<file path="src/rtl/prim_sky130_ram_arb.sv">
// Two-port round-robin arbiter in front of a single-port RAM.
// Handshake: an access completes in any cycle where req_i[p] && gnt_o[p].
// A port that is not granted keeps req/addr/data stable until it is granted,
// because nothing is queued here. Every completed access gets exactly one
// rvalid_o[p] pulse on the following cycle. rdata_o and err_o are only
// meaningful in that cycle and are driven to 0 at all other times.
module prim_sky130_ram_arb #(
  parameter int Width = 32,
  parameter int Depth = 512,
  localparam int Aw = $clog2(Depth)
) (
  input  logic                       clk_i,
  input  logic                       rst_ni,
  input  logic [1:0]                 req_i,
  input  logic [1:0]                 write_i,
  input  logic [1:0][Aw-1:0]         addr_i,
  input  logic [1:0][Width-1:0]      wdata_i,
  input  logic [1:0][Width-1:0]      wmask_i,
  output logic [1:0]                 gnt_o,
  output logic [1:0]                 rvalid_o,
  output logic [Width-1:0]           rdata_o,
  output logic [1:0]                 err_o,
  output logic                       mem_req_o,
  output logic                       mem_write_o,
  output logic [Aw-1:0]              mem_addr_o,
  output logic [Width-1:0]           mem_wdata_o,
  output logic [Width-1:0]           mem_wmask_o,
  input  logic [Width-1:0]           mem_rdata_i
);

  localparam int Lanes = Width / 8;

  // Port that won the most recent grant. It loses the next conflict.
  logic             r_last_q;
  // One-deep response stage: owner, type, error and valid of the access in flight.
  logic             r_rsp_valid;
  logic             r_rsp_port;
  logic             r_rsp_read;
  logic             r_rsp_err;

  logic [1:0]       w_gnt;
  logic             w_gnt_port;
  logic             w_partial;
  logic             w_mem_write;
  logic [Aw-1:0]    w_mem_addr;
  logic [Width-1:0] w_mem_wdata;
  logic [Width-1:0] w_mem_wmask;

  // Grant selection: a lone requester wins at once, a conflict goes to the
  // port that did not win last time. Grants are suppressed while in reset.
  always_comb begin
    w_gnt = 2'b00;
    if (rst_ni) begin
      if (req_i == 2'b11) begin
        w_gnt = r_last_q ? 2'b01 : 2'b10;
      end else begin
        w_gnt = req_i;
      end
    end
  end

  assign w_gnt_port = w_gnt[1];

  // Route the granted port's command to the RAM; all zero when idle.
  always_comb begin
    w_mem_write = 1'b0;
    w_mem_addr  = '0;
    w_mem_wdata = '0;
    w_mem_wmask = '0;
    if (w_gnt != 2'b00) begin
      w_mem_write = write_i[w_gnt_port];
      w_mem_addr  = addr_i[w_gnt_port];
      w_mem_wdata = wdata_i[w_gnt_port];
      w_mem_wmask = wmask_i[w_gnt_port];
    end
  end

  // A byte lane whose mask is neither all-0 nor all-1 flags a partial write.
  always_comb begin
    w_partial = 1'b0;
    for (int b = 0; b < Lanes; b++) begin
      if ((w_mem_wmask[8*b +: 8] != 8'h00) && (w_mem_wmask[8*b +: 8] != 8'hFF)) begin
        w_partial = 1'b1;
      end
    end
  end

  // Round-robin pointer: follows the granted port, holds when nothing is granted.
  always_ff @(posedge clk_i or negedge rst_ni) begin
    if (!rst_ni) begin
      r_last_q <= 1'b1;
    end else if (w_gnt != 2'b00) begin
      r_last_q <= w_gnt_port;
    end
  end

  // Response stage: capture who was granted and what kind of access it was.
  // Reset clears the valid bit, which cancels any response still in flight.
  always_ff @(posedge clk_i or negedge rst_ni) begin
    if (!rst_ni) begin
      r_rsp_valid <= 1'b0;
      r_rsp_port  <= 1'b0;
      r_rsp_read  <= 1'b0;
      r_rsp_err   <= 1'b0;
    end else begin
      r_rsp_valid <= (w_gnt != 2'b00);
      r_rsp_port  <= w_gnt_port;
      r_rsp_read  <= (w_gnt != 2'b00) && !w_mem_write;
      r_rsp_err   <= (w_gnt != 2'b00) && w_mem_write && w_partial;
    end
  end

  assign gnt_o       = w_gnt;
  assign mem_req_o   = (w_gnt != 2'b00);
  assign mem_write_o = w_mem_write;
  assign mem_addr_o  = w_mem_addr;
  assign mem_wdata_o = w_mem_wdata;
  assign mem_wmask_o = w_mem_wmask;

  assign rvalid_o = {r_rsp_valid & r_rsp_port, r_rsp_valid & ~r_rsp_port};
  assign err_o    = {r_rsp_valid & r_rsp_err & r_rsp_port,
                     r_rsp_valid & r_rsp_err & ~r_rsp_port};
  assign rdata_o  = (r_rsp_valid && r_rsp_read) ? mem_rdata_i : '0;

endmodule

</file>
<file path="config.mk">
export PLATFORM = sky130hd
export DESIGN_NAME = prim_sky130_ram_arb
export DESIGN_NICKNAME = d
export VERILOG_FILES = /design/src/rtl/prim_sky130_ram_arb.sv
export SDC_FILE = /design/constraint.sdc
export NUM_CORES = 1
export LEC_CHECK = 0
export BUFFER_PORTS_ARGS = -buffer_cell sky130_fd_sc_hd__buf_2
export CAP_MARGIN = 20
export CORE_AREA = 2 2 114 116
export CTS_BUF_LIST = sky130_fd_sc_hd__clkbuf_4
export CTS_CLUSTER_SIZE = 14
export DETAILED_ROUTE_END_ITERATION = 8
export DIE_AREA = 0 0 116 118
export SYNTH_ARGS = -nofsm -noshare
export SYNTH_HDL_FRONTEND = slang
export SYNTH_SLANG_ARGS = --single-unit
export TNS_END_PERCENT = 50
</file>
<file path="constraint.sdc">
create_clock -name clk_i -period 1.8 [get_ports clk_i]
set_input_delay 0.18 -clock clk_i [delete_from_list [all_inputs] [get_ports clk_i]]
set_output_delay 0.18 -clock clk_i [all_outputs]
set_load 0.005 [all_outputs]
</file>
==> results.sh <==
export IMPL_rows=41
export IMPL_fin_crit_ns=2.13
export IMPL_die_h_um=118
export IMPL_die_width_um=116
export IMPL_max_slew_margin_rel_pct=59.9
export IMPL_postSynthCellCount=369
export IMPL_seq_area_frac_synth_pct=6.29
export IMPL_reg2reg_from="r_last_q$_DFFE_PN1P_"
export IMPL_synthArstFlopShare_pct=100
export IMPL_place_gp_congestion=0.913
export IMPL_cts_max_path_buffers=2
export IMPL_rsz0062_at_grt="yes"
export IMPL_synth_area_leaders="nand2_1 30%, a21oi_1 17%, and3_1 10%"
export IMPL_cap_violations=0
export IMPL_cts_sinks=5
export IMPL_setup_viol=68
export IMPL_synth_top_flop_cell="dfrtp_1"
export IMPL_yosys_warnings=0
export IMPL_whs_ns=0.139
export IMPL_cp_max_fo=5
export IMPL_io_buffers=296
export IMPL_finalClockSkew_ns=0.00720
export IMPL_ys_types=33
export IMPL_tightest_slew_ns=0.601
export IMPL_drc=0
export IMPL_final_net_count=901
export IMPL_drv_slew=0
export IMPL_io_pins=297
export IMPL_wl_per_cell_um=15.5
export IMPL_grt_start_max_net_pins=40
export IMPL_yosysTopAreaCellShare_pct=29.7
export IMPL_end_kind="flop"
export IMPL_grt_pass1_vias=3756
export IMPL_required_ns=1.93
export IMPL_crit_arrival_ns=2.26
export IMPL_pre_cts_ws_ns=-0.548
export IMPL_design_core_area_um2=12400
export IMPL_hold_class="in2async"
export IMPL_detail_route_first_pass_iterations=4
export IMPL_num_vias=4093
export IMPL_dieArea_um2=13700
export IMPL_final_cell_mix="295 x buf_2, 99 x nand2_1, 43 x a21oi_2"
export IMPL_n_fill_cell=1268
export IMPL_overflow=0
export IMPL_wl_mm=13.8
export IMPL_leakagePower_nw=3.01
export IMPL_syn_nets=553
export IMPL_cts_buffers=3
export IMPL_antenna_cells=0
export IMPL_synth_largest_area_cell="nand2_1"
export IMPL_synth_edff_count=0
export IMPL_crit_type="reg2reg"
export IMPL_area_delta_synth_final_pct=167
export IMPL_violations="negative setup slack"
export IMPL_setup_ws_ns=-0.331
export IMPL_critPathLaunch="r_last_q$_DFFE_PN1P_"
export IMPL_dp_hpwl_mm=9.83
export IMPL_start_util_pct=16.2
export IMPL_grt_usage_pct=17.7
export IMPL_ys_ff_latch=5
export IMPL_clk_insertion_delay_late_ns=0.24
export IMPL_via_per_inst=4.61
export IMPL_ant_nets=0
export IMPL_power_density_nw_per_um2=305
export IMPL_avgSynthCellArea_um2=5.44
export IMPL_htreeDepth=1
export IMPL_ir_drop_mv=0.109
export IMPL_grt_pass1_wl_mm=19.4
export IMPL_drt_initial_drc_count=116
export IMPL_netlist_area_um2=2010
export IMPL_cts_tree="done"
export IMPL_cts_clk_slew_worst_paths_ns=0.05
export IMPL_startpoint_type="flop"
export IMPL_antenna_found_initial=0
export IMPL_finalHoldViolCount=0
export IMPL_period_share_pct=118
export IMPL_drive_gt1_share_pct=72.1
export IMPL_max_clock_freq_mhz=469
export IMPL_cts_root_buffer="clkbuf_4"
export IMPL_layout_commonest_cell="buf_2"
export IMPL_outcome="finished, violations left"
==> synthesized netlist by cell type, types with 2 or more instances <==
master	number
nor4b_1	2
buf_2	5
o32ai_1	8
and3_1	33
a21oi_1	69
and2_1	2
nor2b_1	2
mux2i_1	5
buf_1	3
o21ai_0	2
inv_2	3
nand3_1	2
a31oi_1	6
buf_6	2
a41oi_1	2
nand2_1	159
clkbuf_1	21
nor4_1	10
dfrtp_1	4
nor3_1	3
buf_4	3
or4_1	4
o32ai_2	8
nor2_1	2
==> registers in the layout, summed over array words and instances (netlist names) <==
name	count
r_rsp_valid	1
r_rsp_read	1
r_rsp_port	1
r_rsp_err	1
r_last_q	1
==> what timing repair did <==
action,in CTS,in global routing
hold endpoints to repair,1,0
resized for setup,129,88
buffers inserted,20,8
pin swaps,82,45
setup endpoints to repair,74,75
hold buffers,1,0
gates cloned,12,4
==> worst paths after layout <==
check	to	slack [ns]	cells after the start
min in group clk_i	r_rsp_read$_DFF_PN0_	0.31	3
worst min-delay path	r_rsp_err$_DFF_PN0_	0.14	3
worst min register to register	r_last_q$_DFFE_PN1P_	0.73	4
worst max register to register	r_rsp_err$_DFF_PN0_	-0.33	9
max in group asynchronous	r_rsp_port$_DFF_PN0_	1.18	3
worst max-delay path	r_rsp_err$_DFF_PN0_	-0.33	9
==> cell families after synthesis <==
| kind of cell | Yosys count | share of synthesized area [%] |
|---|---|---|
| flops | 5 | 6.29 |
| compound gates | 100 | 32.8 |
| simple gates | 220 | 48.7 |
| mux | 5 | 2.49 |
| buf+inv | 39 | 9.72 |
==> through the flow <==
| stage | util [%] | instances | power (W) | instance area, µm² | setup TNS (ns) |
|---|---|---|---|---|---|
| 2_1_floorplan | - | 369 | 0.000533 | 2010 | -0.364 |
| 3_3_place_gp | 31.9 | 848 | 0.00106 | 3960 | -1.97 |
| 3_5_place_dp | 31.9 | 848 | 0.00106 | 3960 | -2.68 |
| 4_1_cts | 40.3 | 885 | 0.00153 | 5010 | -10.54 |
| 5_1_grt | 43.2 | 888 | 0.00175 | 5360 | -15.77 |
| 6_report | 43.2 | 888 | 0.00164 | 5360 | -10.10 |
==> power by group <==
group / switching [W] / internal [W] / total, W
combinational: 0.000669 / 0.000704 / 0.00137
sequential: 0.0000139 / 0.000123 / 0.000137
clock: 0.0000461 / 0.0000803 / 0.000126
total: 0.000729 / 0.000908 / 0.00164
==> worst max-delay path, stage by stage, from the launching register on <==
cell     delay, ns
dfstp_2       0.38
buf_6         0.13
nor2b_4       0.15
buf_6         0.14
buf_6         0.11
o32ai_1       0.09
or4_1         0.55
a21oi_2       0.13
a41oi_2       0.04
o31a_1        0.28
==> cell type report <==
class                           count  area (µm²)  share of cell area (%)
Clock buffer                        3        22.5                   0.420
Clock inverter                      1        5.00                  0.0933
Inverter                            4        20.0                   0.373
Multi-Input combinational cell    326        2450                    45.7
Sequential cell                     5         126                    2.36
Tap cell                          172         215                    4.01
Timing Repair Buffer              377        2520                    47.0
==> metal layers <==
metal | track usage, % | share of wire (%) | vias up
met4 | 1.41 | 0.72 | 0
met1 | 22.7 | 41 | 1883
met5 | 0 | 0 | -
met2 | 33.0 | 51 | 203
met3 | 1.49 | 6.9 | 12
li1 | - | - | 1995
No activity file was read; power rests on OpenSTA's default activity.
